## config.mk

```make
export PLATFORM = sky130hd
export DESIGN_NAME = mult_acc_32_signed_flat
export DESIGN_NICKNAME = d
export VERILOG_FILES = /design/src/rtl/mult_acc_32_signed_pkg.sv /design/src/rtl/mult_acc_32_signed_if.sv /design/src/rtl/mult_acc_32_signed_sat_clip.sv /design/src/rtl/mult_acc_32_signed.sv /design/src/flat_wrapper.sv
export SDC_FILE = /design/constraint.sdc
export NUM_CORES = 1
export LEC_CHECK = 0
export CAP_MARGIN = 5
export CORE_MARGIN = 3
export CORE_UTILIZATION = 30
export DETAILED_ROUTE_END_ITERATION = 8
export GPL_ROUTABILITY_DRIVEN = 0
export GPL_TIMING_DRIVEN = 1
export MAX_ROUTING_LAYER = met4
export PLACE_DENSITY_LB_ADDON = 0.08
export SETUP_SLACK_MARGIN = 0.2
export SYNTH_ARGS = -nofsm -noshare
export SYNTH_HDL_FRONTEND = slang
export SYNTH_SLANG_ARGS = --single-unit
```

## constraint.sdc

```tcl
create_clock -name Clock -period 3 [get_ports Clock]
set_clock_uncertainty 0.05 [all_clocks]
set_input_delay 0.45 -clock Clock [delete_from_list [all_inputs] [get_ports Clock]]
set_output_delay 0.45 -clock Clock [all_outputs]
set_load 0.02 [all_outputs]
```

## src/rtl/mult_acc_32_signed_pkg.sv

```systemverilog
// ---------------------------------------------------------------------------
// mult_acc_pkg
//   Shared definitions for the signed multiply-accumulate consumer:
//   default widths, FSM state encoding, saturation limits and the
//   product sign-extension helper.
// ---------------------------------------------------------------------------
package mult_acc_pkg;

    localparam int unsigned DEF_PROD_W = 32;
    localparam int unsigned DEF_ACC_W  = 40;
    localparam int unsigned DEF_OUT_W  = 32;
    localparam int unsigned DEF_CNT_W  = 8;

    typedef enum logic [1:0] {
        ST_IDLE,
        ST_ACCUM,
        ST_HOLD
    } state_t;

    localparam logic [DEF_OUT_W-1:0] SAT_MAX = {1'b0, {(DEF_OUT_W-1){1'b1}}};
    localparam logic [DEF_OUT_W-1:0] SAT_MIN = {1'b1, {(DEF_OUT_W-1){1'b0}}};

    // Sign-extend a product to accumulator width.
    function automatic logic [DEF_ACC_W-1:0] sext(input logic [DEF_PROD_W-1:0] p);
        return {{(DEF_ACC_W-DEF_PROD_W){p[DEF_PROD_W-1]}}, p};
    endfunction

endpackage

```

## src/rtl/mult_acc_32_signed_if.sv

```systemverilog
// ---------------------------------------------------------------------------
// mult_acc_32_signed_if
//   Product input and sum output handshakes of the accumulator.
//   Product_/ProdValid/ProdReady : incoming signed product stream
//   Length_                      : terms per sum (0 = 2^CNT_W)
//   Sum_/SumValid/SumReady       : saturated sum stream
//   Overflow                     : sum was clipped (valid with SumValid)
//   Busy                         : accumulator is in ACCUM or HOLD
//   modport slave  : accumulator side
//   modport master : producer/consumer side
// ---------------------------------------------------------------------------
interface mult_acc_32_signed_if #(
    parameter int unsigned PROD_W = mult_acc_pkg::DEF_PROD_W,
    parameter int unsigned OUT_W  = mult_acc_pkg::DEF_OUT_W,
    parameter int unsigned CNT_W  = mult_acc_pkg::DEF_CNT_W
);

    logic [PROD_W-1:0] Product_;
    logic              ProdValid;
    logic              ProdReady;
    logic [CNT_W-1:0]  Length_;
    logic [OUT_W-1:0]  Sum_;
    logic              SumValid;
    logic              SumReady;
    logic              Overflow;
    logic              Busy;

    modport slave (
        input  Product_, ProdValid, Length_, SumReady,
        output ProdReady, Sum_, SumValid, Overflow, Busy
    );

    modport master (
        output Product_, ProdValid, Length_, SumReady,
        input  ProdReady, Sum_, SumValid, Overflow, Busy
    );

endinterface

```

## src/rtl/mult_acc_32_signed_sat_clip.sv

```systemverilog
// ---------------------------------------------------------------------------
// sat_clip_40to32
//   Combinational signed clip of the ACC_W accumulator to OUT_W bits.
//   acc      in  ACC_W  signed accumulator value
//   sum      out OUT_W  clipped signed value
//   overflow out 1      acc was outside the OUT_W signed range
// ---------------------------------------------------------------------------
module sat_clip_40to32
    import mult_acc_pkg::*;
#(
    parameter int unsigned ACC_W = DEF_ACC_W,
    parameter int unsigned OUT_W = DEF_OUT_W
) (
    input  logic [ACC_W-1:0] acc,
    output logic [OUT_W-1:0] sum,
    output logic             overflow
);

    // The value fits when every bit from the output sign bit upward
    // equals the accumulator sign bit.
    logic fits;
    assign fits = (acc[ACC_W-1:OUT_W-1] == {(ACC_W-OUT_W+1){acc[ACC_W-1]}});

    always_comb begin
        sum      = acc[OUT_W-1:0];
        overflow = 1'b0;
        if (!fits) begin
            overflow = 1'b1;
            sum      = acc[ACC_W-1] ? SAT_MIN : SAT_MAX;
        end
    end

endmodule

```

## src/rtl/mult_acc_32_signed.sv

```systemverilog
// ---------------------------------------------------------------------------
// mult_acc_32_signed
//   Accumulates Length_ signed products into a wide accumulator, then
//   presents the 32-bit saturated sum on a valid/ready handshake.
//   Clock  in  1  rising-edge system clock
//   Reset  in  1  synchronous active-high reset
//   bus    slave modport of mult_acc_32_signed_if (product in, sum out)
// ---------------------------------------------------------------------------
module mult_acc_32_signed
    import mult_acc_pkg::*;
#(
    parameter int unsigned PROD_W = DEF_PROD_W,
    parameter int unsigned ACC_W  = DEF_ACC_W,
    parameter int unsigned OUT_W  = DEF_OUT_W,
    parameter int unsigned CNT_W  = DEF_CNT_W
) (
    input  logic                  Clock,
    input  logic                  Reset,
    mult_acc_32_signed_if.slave   bus
);

    state_t            state;
    state_t            state_nxt;

    logic [ACC_W-1:0]  acc;
    logic [CNT_W-1:0]  cnt;
    logic [CNT_W-1:0]  cnt_inc;
    logic [CNT_W-1:0]  len;
    logic [OUT_W-1:0]  sum_q;
    logic              ovf_q;
    logic              sum_valid_q;

    logic              prod_ready;
    logic              busy;
    logic              prod_xfer;
    logic              sum_xfer;

    logic [OUT_W-1:0]  clip_sum;
    logic              clip_ovf;

    assign cnt_inc   = cnt + CNT_W'(1);
    assign prod_xfer = bus.ProdValid && prod_ready;
    assign sum_xfer  = sum_valid_q && bus.SumReady;

    // ------------------------------------------------------------------
    // FSM
    // ------------------------------------------------------------------
    always_ff @(posedge Clock) begin
        if (Reset) state <= ST_IDLE;
        else       state <= state_nxt;
    end

    // Terminal count compares in CNT_W arithmetic, so len=0 ends the sum
    // when the counter wraps, i.e. after 2^CNT_W terms.
    always_comb begin
        state_nxt  = state;
        prod_ready = 1'b0;
        busy       = 1'b0;
        unique case (state)
            ST_IDLE: begin
                prod_ready = !Reset;
                if (prod_xfer)
                    state_nxt = (bus.Length_ == CNT_W'(1)) ? ST_HOLD : ST_ACCUM;
            end
            ST_ACCUM: begin
                prod_ready = !Reset;
                busy       = 1'b1;
                if (prod_xfer && (cnt_inc == len))
                    state_nxt = ST_HOLD;
            end
            ST_HOLD: begin
                busy = 1'b1;
                if (sum_xfer)
                    state_nxt = ST_IDLE;
            end
            default: state_nxt = ST_IDLE;
        endcase
    end

    // ------------------------------------------------------------------
    // Datapath: counter, accumulator, output registers
    // ------------------------------------------------------------------
    // The clipped sum is captured on the first HOLD cycle from the settled
    // accumulator, which gives one cycle between last transfer and SumValid.
    always_ff @(posedge Clock) begin
        if (Reset) begin
            acc         <= '0;
            cnt         <= '0;
            len         <= '0;
            sum_q       <= '0;
            ovf_q       <= 1'b0;
            sum_valid_q <= 1'b0;
        end else begin
            unique case (state)
                ST_IDLE: begin
                    if (prod_xfer) begin
                        len <= bus.Length_;
                        acc <= sext(bus.Product_);
                        cnt <= CNT_W'(1);
                    end
                end
                ST_ACCUM: begin
                    if (prod_xfer) begin
                        acc <= acc + sext(bus.Product_);
                        cnt <= cnt_inc;
                    end
                end
                ST_HOLD: begin
                    if (!sum_valid_q) begin
                        sum_q       <= clip_sum;
                        ovf_q       <= clip_ovf;
                        sum_valid_q <= 1'b1;
                    end else if (bus.SumReady) begin
                        sum_valid_q <= 1'b0;
                    end
                end
                default: ;
            endcase
        end
    end

    sat_clip_40to32 #(
        .ACC_W (ACC_W),
        .OUT_W (OUT_W)
    ) u_sat (
        .acc      (acc),
        .sum      (clip_sum),
        .overflow (clip_ovf)
    );

    assign bus.ProdReady = prod_ready;
    assign bus.Busy      = busy;
    assign bus.Sum_      = sum_q;
    assign bus.Overflow  = ovf_q;
    assign bus.SumValid  = sum_valid_q;

endmodule

```

## src/flat_wrapper.sv

```systemverilog
// flat-port wrapper written by rule: the top's interface ports become plain ports
module mult_acc_32_signed_flat import mult_acc_pkg::*;
#(
    parameter int unsigned PROD_W = DEF_PROD_W,
    parameter int unsigned ACC_W  = DEF_ACC_W,
    parameter int unsigned OUT_W  = DEF_OUT_W,
    parameter int unsigned CNT_W  = DEF_CNT_W
)
  (Clock, Reset, bus_Product_, bus_ProdValid, bus_Length_, bus_SumReady, bus_ProdReady, bus_Sum_, bus_SumValid, bus_Overflow, bus_Busy);
  mult_acc_32_signed_if #(.PROD_W(PROD_W), .OUT_W(OUT_W), .CNT_W(CNT_W)) bus_i ();
  input  logic Clock;
  input  logic Reset;
  input wire logic [$bits(bus_i.Product_)-1:0] bus_Product_;
  input wire logic [$bits(bus_i.ProdValid)-1:0] bus_ProdValid;
  input wire logic [$bits(bus_i.Length_)-1:0] bus_Length_;
  input wire logic [$bits(bus_i.SumReady)-1:0] bus_SumReady;
  output wire logic [$bits(bus_i.ProdReady)-1:0] bus_ProdReady;
  output wire logic [$bits(bus_i.Sum_)-1:0] bus_Sum_;
  output wire logic [$bits(bus_i.SumValid)-1:0] bus_SumValid;
  output wire logic [$bits(bus_i.Overflow)-1:0] bus_Overflow;
  output wire logic [$bits(bus_i.Busy)-1:0] bus_Busy;
  assign bus_i.Product_ = bus_Product_;
  assign bus_i.ProdValid = bus_ProdValid;
  assign bus_i.Length_ = bus_Length_;
  assign bus_i.SumReady = bus_SumReady;
  assign bus_ProdReady = bus_i.ProdReady;
  assign bus_Sum_ = bus_i.Sum_;
  assign bus_SumValid = bus_i.SumValid;
  assign bus_Overflow = bus_i.Overflow;
  assign bus_Busy = bus_i.Busy;
  mult_acc_32_signed #(.PROD_W(PROD_W), .ACC_W(ACC_W), .OUT_W(OUT_W), .CNT_W(CNT_W)) u_core (.Clock(Clock), .Reset(Reset), .bus(bus_i));
endmodule
```

# Word-level counts from Yosys, hierarchy flattened
# Cells that the tools add are included.
# word_totals
latch_bits,0
memories,0
elab_cells,49
ramBits,0
mem_bits_ro,0
register_bits,92
# op_classes
div_mod_pow,0
eq_ne,9
mux,18
bitwise,1
multipliers,0
shifts,0
n_lt_le_gt_ge,0
reduce_logical,12
add_sub_neg,2
# op_table
operator,count
$mux W40,2
$pmux W40 S2,1
$mux W32,2
$add A40 B40 Y40,1
$eq A8 B8 Y1,2
$mux W8,2
$pmux W8 S2,1
$add A8 B1 Y8 const B,1
$eq A8 B1 Y1 const B,1
$mux W2,4
$ne A2 B1 Y1 const B,4
$pmux W2 S3,1
$reduce_and A3 Y1,2
$mux W1,5
$reduce_and A2 Y1,2
$reduce_or A2 Y1,2
$logic_and A1 B1 Y1,3
$eq A2 B1 Y1 const B,1
$eq A2 B2 Y1 const B,1
$logic_not A2 Y1,1
$reduce_bool A2 Y1,1
$logic_not A1 Y1,1
$not A1 Y1,1

# Longest topological paths before layout
# Gate-level depths: netlist of the first run.
# depth
ltp_word,7
mapped_depth,12

# Hierarchy
# From an unflattened synthesis of the first run, not the netlist that was laid out.
# unflattened
cells_unflattened,836
area_unflattened_um2,6382.4
# by_module_without_submodules
mod,cells_each,instances,seq_area_each_um2,area_per_inst_um2
mult_acc_32_signed,751,1,1841.8,5806.8
sat_clip_40to32,85,1,0.0,575.6

# Worst setup path after synthesis of the first run
# OpenSTA, ideal clock, no wires.
# synth_path
path_kind,in2reg
startpoint,input port bus_Product_[0]
endpoint,register u_core.acc[38]
arrival_ns,2.517
setup_ns,0.133
setup_slack_ns,0.301
path_buffers,0
stages,12
required_ns,2.817
cell_sequence,ha_1 inv_1 fa_1 nand2b_1 a21o_1 a2111oi_2 o21ai_1 a21oi_4 a21oi_2 o31ai_2 xnor2_1 a21oi_1
# synth_via
elab_chain_len,3
# synth_rtl
element,line,source
"start, declared",flat_wrapper.sv:13,input wire logic [$bits(bus_i.Product_)-1:0] bus_Product_;
$add A40 B40 Y40,mult_acc_32_signed.sv:104,acc <= acc + sext(bus.Product_);
$mux W40,mult_acc_32_signed.sv:103,if (prod_xfer) begin
$pmux W40 S2,mult_acc_32_signed.sv:94,unique case (state)
"end signal, assigned",mult_acc_32_signed.sv:98,acc <= sext(bus.Product_);
"end signal, assigned",mult_acc_32_signed.sv:104,
"end, declared",mult_acc_32_signed.sv:25,logic [ACC_W-1:0] acc;
# No other way between the ends. The select of a mux whose other input is x is not followed.
# A chain may end at the register's enable or synchronous reset.

# Worst setup path in the final report of the first run
# layout_path
startpoint,input port bus_Product_[10]
endpoint,register u_core.acc[24]
# Same word-level chain as after synthesis.

==> results.json, run 1 <==
{
  "grt_max_degree": 50,
  "fin_crit_ps": 2690,
  "pwr-share-comb_pct": 53.0,
  "drt_iter0_drc": 261,
  "gr-total-overflow": 0,
  "netlist_area_um2": 6000,
  "cpLargestDelayFamily": "compound AO/OA/AOI/OAI gates",
  "num_rows": 51,
  "drc": 0,
  "fp.dieH_um": 147,
  "grt_pass1_vias": 5962,
  "cts.path.max_buffers": 2,
  "post-route-util_pct": 42.5,
  "die_x_um": 147,
  "startpoint_type": "input port",
  "fin_nets": 991,
  "worst_slack_ps": 306,
  "cts.sinks": 92,
  "dp_hpwl_um": 13600,
  "leakage_nw": 3.27,
  "io_pins": 80,
  "postSynthCellCount": 765,
  "nFillCells": 1973,
  "cpMostUsedCell": "o31ai_2",
  "cts-htree-levels": 3,
  "maxCapViolCount": 0,
  "critical_path_buf_inv_count": 2,
  "coreArea_um2": 19600,
  "relSlewSlack_pct": 44.5,
  "p_int_mw": 3.50,
  "antenna_found_initial": 0,
  "ys.flop_type": "dfxtp_1",
  "avgSynthCellArea_um2": 7.85,
  "synth-seq-cells": 92,
  "post_drt_wl_per_cell_um": 16.1,
  "ys_types": 60,
  "drt-total-wl_um": 18800,
  "grtUsageTotal_pct": 18.0,
  "clk_pin_slew_ps": 70,
  "dieArea_um2": 21700,
  "fmax_mhz": 371,
  "cts_root_buf": "clkbuf_16",
  "firstDrtPassIters": 4,
  "crit_type": "input port to flop",
  "timing_worst_slew_pin_value_ps": 832,
  "final_common_cell": "nor2_1",
  "power.density_nw_per_um2": 727,
  "port_buffers": 79,
  "seq_area_frac_synth_pct": 30.7,
  "rsz0062_at_grt": "yes",
  "worst_path_max_delay_cell": "clkdlybuf4s50_1",
  "vdd_drop_max_uv": 397,
  "endpoint_kind": "flop",
  "status": "completed",
  "area_growth_pct": 38.6,
  "post-place-ws_ps": -468,
  "swShare_pct": 42.1,
  "diodes": 0,
  "mappedNetlistNets": 853,
  "cts_tree": "done",
  "grt_pass1_wl_um": 30800,
  "clk_latency_ps": 360,
  "antenna_left": 0,
  "async_flop_share_pct": 0,
  "layout-drive-gt1-share_pct": 19.7,
  "timing_hold_violations_final": 0,
  "pwr-share-clk_pct": 18.4,
  "cp_max_fo": 6,
  "ys_warn_count": 0,
  "setup_viol": 0,
  "cp.required_ps": 3210,
  "synth-edff-count": 0,
  "critPathArrivalTime_ps": 2900,
  "path_cells": "clkdlybuf4s50_1 -> ha_1 -> buf_4 -> nand3_1 -> o22ai_1 -> o31ai_2 -> o31ai_2 -> a221oi_2 -> o21ai_2 -> xnor2_1 -> a2111oi_2",
  "mostFrequentLayoutCells": "nor2_1, buf_4, dfxtp_1",
  "setup-tns-final_ps": 0,
  "post-route-period-util_pct": 89.8,
  "start_util_pct": 30.6,
  "vias": 6017,
  "seqPwrFrac_pct": 28.7,
  "p_sw_mw": 2.54,
  "cpPeakStageDelay_ps": 440,
  "hold_path_class": "flop to flop",
  "viasPerCell": 5.13,
  "numCtsBuffers": 9,
  "drv_slew": 0
}
[cells in the mapped netlist, types with 3 or more instances]
cell type / instances / area, µm²
nor2_1: 96 / 360
dfxtp_1: 92 / 1840
a21oi_1: 82 / 410
nand2_1: 60 / 225
a211oi_1: 58 / 435
nor3_1: 44 / 220
ha_1: 43 / 538
clkbuf_1: 37 / 139
xnor2_1: 33 / 289
nand3_1: 32 / 160
o21ai_0: 21 / 105
xor2_1: 19 / 166
a21o_1: 17 / 128
inv_1: 12 / 45.0
mux2i_1: 10 / 100
and3_1: 7 / 43.8
a31oi_1: 6 / 37.5
and2_1: 6 / 37.5
and4_1: 5 / 43.8
buf_1: 5 / 18.8
nand2b_1: 5 / 31.3
nand4_1: 5 / 31.3
a21boi_0: 4 / 30.0
o21bai_1: 4 / 30.0
a21oi_2: 3 / 26.3
a311oi_1: 3 / 26.3
nor2b_1: 3 / 18.8
nor4_1: 3 / 18.8
o211ai_1: 3 / 22.5
o21a_1: 3 / 22.5
o31ai_1: 3 / 22.5
or3_1: 3 / 18.8
[timing repair]
| action | in CTS | in global routing |
|---|---|---|
| gates resized for setup | 26 | 47 |
| hold buffers | 0 | 0 |
| pin swaps | 13 | 20 |
| buffers inserted | 3 | 2 |
| setup endpoints to repair | 19 | 22 |
[metal layers]
layer | track usage [%] | up-vias | wire length, µm
met5 | - | - | 0
met4 | 5.41 | 0 | 273
met3 | 2.61 | 16 | 583
met2 | 30.6 | 105 | 9350
met1 | 22.2 | 2842 | 8610
li1 | - | 3054 | -
[worst reg2reg max path: stages, from the launching register on]
cell and delay (ps):
dfxtp_2 360, ha_4 140, inv_2 40, fa_2 360, nand2b_4 150, a21o_4 240
a211oi_4 210, o31ai_2 100, o31ai_2 260, buf_4 160, buf_4 100, xor2_2 140
nand2_1 90, a211oi_2 210
[power by group through the flow]
stage / sequential (mW) / clock (mW) / combinational, mW
after detailed placement: 1.75 / 0 / 3.06
final: 1.74 / 1.11 / 3.20
after CTS: 1.73 / 1.16 / 3.15
after global placement: 1.74 / 0 / 3.05
after floorplan: 1.88 / 0 / 1.72
after global routing: 1.78 / 1.19 / 3.54
[cell families after synthesis]
family | synth area share [%]
and+or+nand+nor | 21.2
AOI/OAI and AO/OA | 25.9
DFF | 30.7
buffers and inverters | 3.63
xor gates and xnor gates | 7.59
adders and majority gates | 9.30
muxes | 1.67
[state kept, by name, summed over array words and instances, names as in the netlist]
name and flops:
u_core.acc 40, u_core.bus.Overflow 1, u_core.bus.SumValid 1, u_core.bus.Sum_ 32, u_core.cnt 8, u_core.len 8
u_core.state 2
[final timing paths]
path | cells after the start | slack [ps] | startpoint | endpoint
setup / recovery | 11 | 310 | bus_Product_[10] | u_core.acc[24]
hold reg to reg | 2 | 420 | u_core.bus.Sum_[31] | u_core.bus.Sum_[31]
hold / removal | 2 | 420 | u_core.bus.Sum_[31] | u_core.bus.Sum_[31]
setup reg to reg | 13 | 310 | u_core.acc[0] | u_core.acc[16]
[area by class of cell]
| class | count | area (µm²) | share of cell area, % |
|---|---|---|---|
| Multi-Input combinational cell | 616 | 4330 | 52.0 |
| Clock buffer | 10 | 239 | 2.87 |
| Timing Repair Buffer | 172 | 1500 | 18.0 |
| Tap cell | 265 | 332 | 3.98 |
| Sequential cell | 92 | 1840 | 22.1 |
| Inverter | 12 | 45.0 | 0.541 |
| Clock inverter | 5 | 38.8 | 0.466 |
[per-stage QoR]
| stage | cells | hold slack [ps] | area [µm²] | power [mW] |
|---|---|---|---|---|
| after global placement | 1152 | 413 | 7630 | 4.79 |
| after CTS | 1170 | 420 | 8070 | 6.03 |
| final | 1172 | 415 | 8320 | 6.05 |
| after global routing | 1172 | 437 | 8320 | 6.51 |
| after floorplan | 765 | 398 | 6000 | 3.59 |
| after detailed placement | 1152 | 410 | 7630 | 4.81 |
(Power assumes the default switching activity.)
==> inputs of run 2 (changes only) <==
==> constraint.sdc (replaced) <==
create_clock -name Clock -period 3 [get_ports Clock]
set_clock_uncertainty 0.05 [all_clocks]
set_input_delay 0.9 -clock Clock [delete_from_list [all_inputs] [get_ports Clock]]
set_output_delay 0.9 -clock Clock [all_outputs]
set_load 0.02 [all_outputs]
==> run 2 against run 1 <==
Net effect:
- the flow now finishes with violations (setup timing)
- die area is the same
- sequential power is essentially flat
- worst hold slack gained 4.4 ps
- first-iteration DRC count grew 1.9%
- routed wire length grew 5.6%
- design area grew 12%
- cell count grew 4.4%
- clock-buffer cell count grew 2
- register-to-register slack lost 160 ps
==> results.json, run 2 (synthesized netlist as in run 1, its figures left out) <==
{
  "drv_slew": 0,
  "multiInputGateArea_um2": 4850,
  "grt_pass1_vias": 6476,
  "pwr-share-clk_pct": 17.4,
  "clk_pin_slew_ps": 70,
  "grt_pass1_wl_um": 32500,
  "violations": "setup timing",
  "dp_hpwl_um": 13900,
  "clk_latency_ps": 360,
  "swShare_pct": 41.6,
  "grtUsageTotal_pct": 18.7,
  "cts-htree-levels": 3,
  "dieArea_um2": 21700,
  "coreArea_um2": 19600,
  "area_growth_pct": 54.6,
  "post-place-ws_ps": -844,
  "pwr-share-comb_pct": 56.1,
  "cts.sinks": 92,
  "final_common_cell": "buf_4",
  "leakage_nw": 3.69,
  "numCtsBuffers": 9,
  "p_int_mw": 3.86,
  "hold_end": "u_core.len[2]",
  "die_x_um": 147,
  "fin_nets": 1042,
  "stdcell_area_um2": 9280,
  "relSlewSlack_pct": 31.9,
  "timing_worst_slew_pin_value_ps": 1020,
  "start_util_pct": 30.6,
  "hp-start": "u_core.len[2]",
  "grt_max_degree": 53,
  "drt_iter0_drc": 266,
  "fmax_mhz": 330,
  "nFillCells": 1894,
  "crit_type": "input port to flop",
  "rr_startpoint": "u_core.acc[0]",
  "rsz0062_at_grt": "yes",
  "regMostFlops": "u_core.acc",
  "cts.path.max_buffers": 2,
  "diodes": 0,
  "cts_tree": "done",
  "layout-drive-gt1-share_pct": 31.5,
  "placed_area_um2": 8030,
  "post-route-period-util_pct": 101,
  "drc": 0,
  "io_pins": 80,
  "cts_root_buf": "clkbuf_16",
  "regArea_um2": 1840,
  "firstDrtPassIters": 5,
  "regToRegSetupSlack_ps": 150,
  "startpoint_type": "input port",
  "rr_worst_depth": 13,
  "worst_slack_ps": -31.7,
  "fin_crit_ps": 3030,
  "drt-total-wl_um": 19900,
  "cp_max_fo": 4,
  "critPathArrivalTime_ps": 3240,
  "gr-total-overflow": 0,
  "endpoint_kind": "flop",
  "p_sw_mw": 2.75,
  "num_rows": 51,
  "hold_path_class": "flop to flop",
  "seqPwrFrac_pct": 26.5,
  "vdd_drop_max_uv": 310,
  "post_drt_wl_per_cell_um": 16.2,
  "power.total_mw": 6.61,
  "viasPerCell": 5.14,
  "fp.dieH_um": 147,
  "timing_hold_violations_final": 0,
  "antenna_left": 0,
  "setup_viol": 4,
  "antenna_found_initial": 0,
  "maxCapViolCount": 0,
  "r2r_end": "u_core.acc[36]",
  "vias": 6296,
  "cp.required_ps": 3210,
  "power.density_nw_per_um2": 712,
  "worstHoldPathCells": 2,
  "mostFrequentLayoutCells": "buf_4, nor2_1, dfxtp_1",
  "largest_reg_flops": 40,
  "post-route-util_pct": 47.4,
  "status": "finished with violations",
  "port_buffers": 79
}
## run 2: cell types whose count changed in the layout (fill, tap and decap cells not counted), sizes merged
cell / delta
clkbuf: +8
buf: +63
clkdlybuf4s50: -23
dlygate4sd2: -1
clkdlybuf4s15: +6
clkinvlp: -3
inv: +2
## run 2: layer usage
metal	track usage [%]	share of wire [%]	vias to the layer above
met5	-	0	-
met4	6.62	1.8	0
met3	2.21	2.8	26
met2	32.9	51	106
met1	22.3	44	2997
li1	-	-	3167
## run 2: worst max path at each step
stage | from | endpoint | slack [ps] | cells after the start
2_1_floorplan | bus_Product_[0] | u_core.acc[24] | -30 | 12
6_report | bus_Product_[0] | u_core.acc[36] | -30 | 14
3_5_place_dp | bus_Product_[0] | u_core.acc[36] | -840 | 13
5_1_grt | bus_Product_[0] | u_core.acc[36] | -140 | 14
4_1_cts | bus_Product_[0] | u_core.acc[20] | -70 | 14
3_3_place_gp | bus_Product_[17] | u_core.acc[32] | -720 | 12
## run 2: stage by stage
stage	TNS, ps	std cells	hold slack, ps
floorplan	-41.4	765	398
global placement	-17200	1175	415
detailed placement	-18310	1175	414
CTS	-232	1212	423
global route	-870	1224	435
finish	-70.7	1224	420
## run 2: layout make-up
cell class                 instances  area share (%)
multi-input combinational        616            52.3
timing repair buffer             223            20.7
sequential                        92            19.8
tap                              265            3.57
clock buffer                      12            2.76
inverter                          12           0.485
clock inverter                     4           0.324
## run 2: repair_timing
action,4_1_cts,5_1_grt
gates cloned,0,0
resized for setup,142,80
hold endpoints to repair,0,0
setup endpoints to repair,31,28
pin swaps,51,69
hold buffers,0,0
buffers inserted,21,12
## run 2: power groups by stage
stage | Sequential, mW | Clock (mW) | Combinational, mW
floorplan | 1.89 | 0 | 1.79
global placement | 1.75 | 0 | 3.23
detailed placement | 1.76 | 0 | 3.26
CTS | 1.75 | 1.18 | 3.55
global route | 1.80 | 1.22 | 4.05
finish | 1.75 | 1.15 | 3.71
## run 2: worst max-delay path: stages
cell	delay [ps]
buf_8	70
ha_4	120
inv_2	40
fa_2	380
nand2b_4	150
a21o_4	230
buf_6	120
a2111oi_4	310
o21ai_2	120
a21oi_4	210
a21oi_4	100
o21ai_1	140
o31ai_1	80
a211oi_1	260
==> inputs of run 3 (changes only) <==
--- a/config.mk
+++ b/config.mk
@@ -9,6 +9,7 @@
 export CORE_MARGIN = 3
 export CORE_UTILIZATION = 30
 export DETAILED_ROUTE_END_ITERATION = 8
+export DONT_BUFFER_PORTS = 1
 export GPL_ROUTABILITY_DRIVEN = 0
 export GPL_TIMING_DRIVEN = 1
 export MAX_ROUTING_LAYER = met4
==> run 3 against run 2 <==
Net effect:
- the flow now finishes without violations
- register-to-register slack gained 120 ps
- fmax grew 7.1%
- design area shrank 21%
- first-iteration DRC count shrank 0.75%
- clock power is essentially flat
- largest power group unchanged
==> results.json, run 3 (synthesized netlist as in run 1, its figures left out) <==
{
  "swShare_pct": 43.3,
  "setup-tns-final_ps": 0,
  "pwr-share-comb_pct": 45.6,
  "numCtsBuffers": 9,
  "timing_hold_violations_final": 0,
  "cts_tree": "done",
  "grt_pass1_wl_um": 29500,
  "post-place-ws_ps": -253,
  "cts_root_buf": "clkbuf_16",
  "cp.required_ps": 3200,
  "fmax_mhz": 353,
  "drt_iter0_drc": 264,
  "viasPerCell": 5.22,
  "leakage_nw": 2.83,
  "layout-drive-gt1-share_pct": 18.2,
  "stdcell_count": 1077,
  "gr-total-overflow": 0,
  "dieArea_um2": 21700,
  "timing_worst_slew_pin_value_ps": 599,
  "hold_end": "u_core.len[4]",
  "drv_slew": 0,
  "p_sw_mw": 2.44,
  "cts.path.max_buffers": 2,
  "timing.hold.ws_ps": 416,
  "stdcell_area_um2": 7350,
  "maxCapViolCount": 0,
  "clk_pin_slew_ps": 70,
  "relSlewSlack_pct": 60.1,
  "power.density_nw_per_um2": 767,
  "mostFrequentLayoutCells": "nor2_1, dfxtp_1, a21oi_1",
  "cp_max_fo": 3,
  "seqPwrFrac_pct": 34.2,
  "start_util_pct": 30.6,
  "regMostFlops": "u_core.acc",
  "coreArea_um2": 19600,
  "p_int_mw": 3.20,
  "grt_max_degree": 87,
  "dp_hpwl_um": 12800,
  "cts.sinks": 92,
  "critPathArrivalTime_ps": 3030,
  "clk_latency_ps": 350,
  "vdd_drop_max_uv": 301,
  "r2r_end": "u_core.acc[24]",
  "hp-start": "u_core.len[4]",
  "drc": 0,
  "fin_nets": 895,
  "grtUsageTotal_pct": 17.4,
  "status": "completed",
  "crit_type": "input port to flop",
  "diodes": 0,
  "pwr-share-clk_pct": 20.2,
  "vias": 5624,
  "final_common_cell": "nor2_1",
  "post-route-util_pct": 37.5,
  "worst_slack_ps": 170,
  "place_inst": 1058,
  "port_buffers": 0,
  "rr_startpoint": "u_core.acc[0]",
  "io_pins": 80,
  "antenna_found_initial": 0,
  "startpoint_type": "input port",
  "post_drt_wl_per_cell_um": 17.0,
  "fin_crit_ps": 2830,
  "endpoint_kind": "flop",
  "placed_area_um2": 6910,
  "cts-htree-levels": 3,
  "die_x_um": 147,
  "largest_reg_flops": 40,
  "firstDrtPassIters": 5,
  "grt_pass1_vias": 5543,
  "power.total_mw": 5.64,
  "rsz0062_at_grt": "yes",
  "setup_viol": 0,
  "antenna_left": 0,
  "fp.dieH_um": 147,
  "worstHoldPathCells": 2,
  "area_growth_pct": 22.4,
  "hold_path_class": "flop to flop",
  "num_rows": 51,
  "rr_worst_depth": 12,
  "post-route-period-util_pct": 94.3,
  "drt-total-wl_um": 18300,
  "regToRegSetupSlack_ps": 270
}
run 3: cell count changes in the layout (fill, tap and decap cells not counted), sizes merged:
| cell | previous run | this run |
|---|---|---|
| clkdlybuf4s50 | 46 | 0 |
| clkbuf | 18 | 13 |
| buf | 157 | 76 |
| clkinv | 1 | 2 |
| dlygate4sd2 | 3 | 0 |
| clkdlybuf4s15 | 6 | 0 |
| dlymetal6s2s | 5 | 0 |
| inv | 14 | 12 |
run 3: power groups by stage:
stage          combinational, mW  clock (mW)  sequential, mW
3_3_place_gp                2.49           0            1.96
2_1_floorplan               1.79           0            1.89
4_1_cts                     2.53        1.18            1.94
3_5_place_dp                2.51           0            1.97
5_1_grt                     2.89        1.22            1.97
6_report                    2.57        1.14            1.93
run 3: layout make-up:
class                           count  area [µm²]
Fill cell                        2035       12200
Multi-Input combinational cell    616        4280
Sequential cell                    92        1840
Timing Repair Buffer               76         571
Tap cell                          265         332
Clock buffer                       13         260
Inverter                           12        45.0
Clock inverter                      3        21.3
run 3: how the worst max path moves through the flow:
| stage | startpoint | to | slack, ps | cells past startpoint |
|---|---|---|---|---|
| detailed placement | bus_Product_[0] | u_core.acc[24] | -250 | 12 |
| finish | bus_Product_[0] | u_core.acc[24] | 170 | 12 |
| floorplan | bus_Product_[0] | u_core.acc[24] | -30 | 12 |
| global placement | bus_Product_[0] | u_core.acc[24] | -200 | 12 |
| CTS | bus_Product_[0] | u_core.acc[24] | 100 | 12 |
| global route | bus_Product_[0] | u_core.acc[24] | 50 | 12 |
run 3: what timing repair did:
action | CTS | global route
setup buffers | 1 | 2
resized for setup | 1 | 23
setup endpoints to repair | 4 | 25
hold buffers | 0 | 0
pin swaps | 1 | 16
run 3: metal layers:
metal	track usage (%)	share of wire, %	up-vias
met4	4.29	1.8	0
met3	4.11	4.8	26
li1	-	-	2870
met5	-	0	-
met1	21.0	44	2623
met2	29.4	49	105
run 3: critical path, cell delays in order:
cell and delay [ps]:
ha_4 110, inv_2 30, fa_2 330, nand2b_4 160
a21o_4 230, a211oi_4 280, o31ai_4 100, o31ai_4 230
a221oi_2 120, o21ai_2 160, xnor2_1 90, a2111oi_2 290
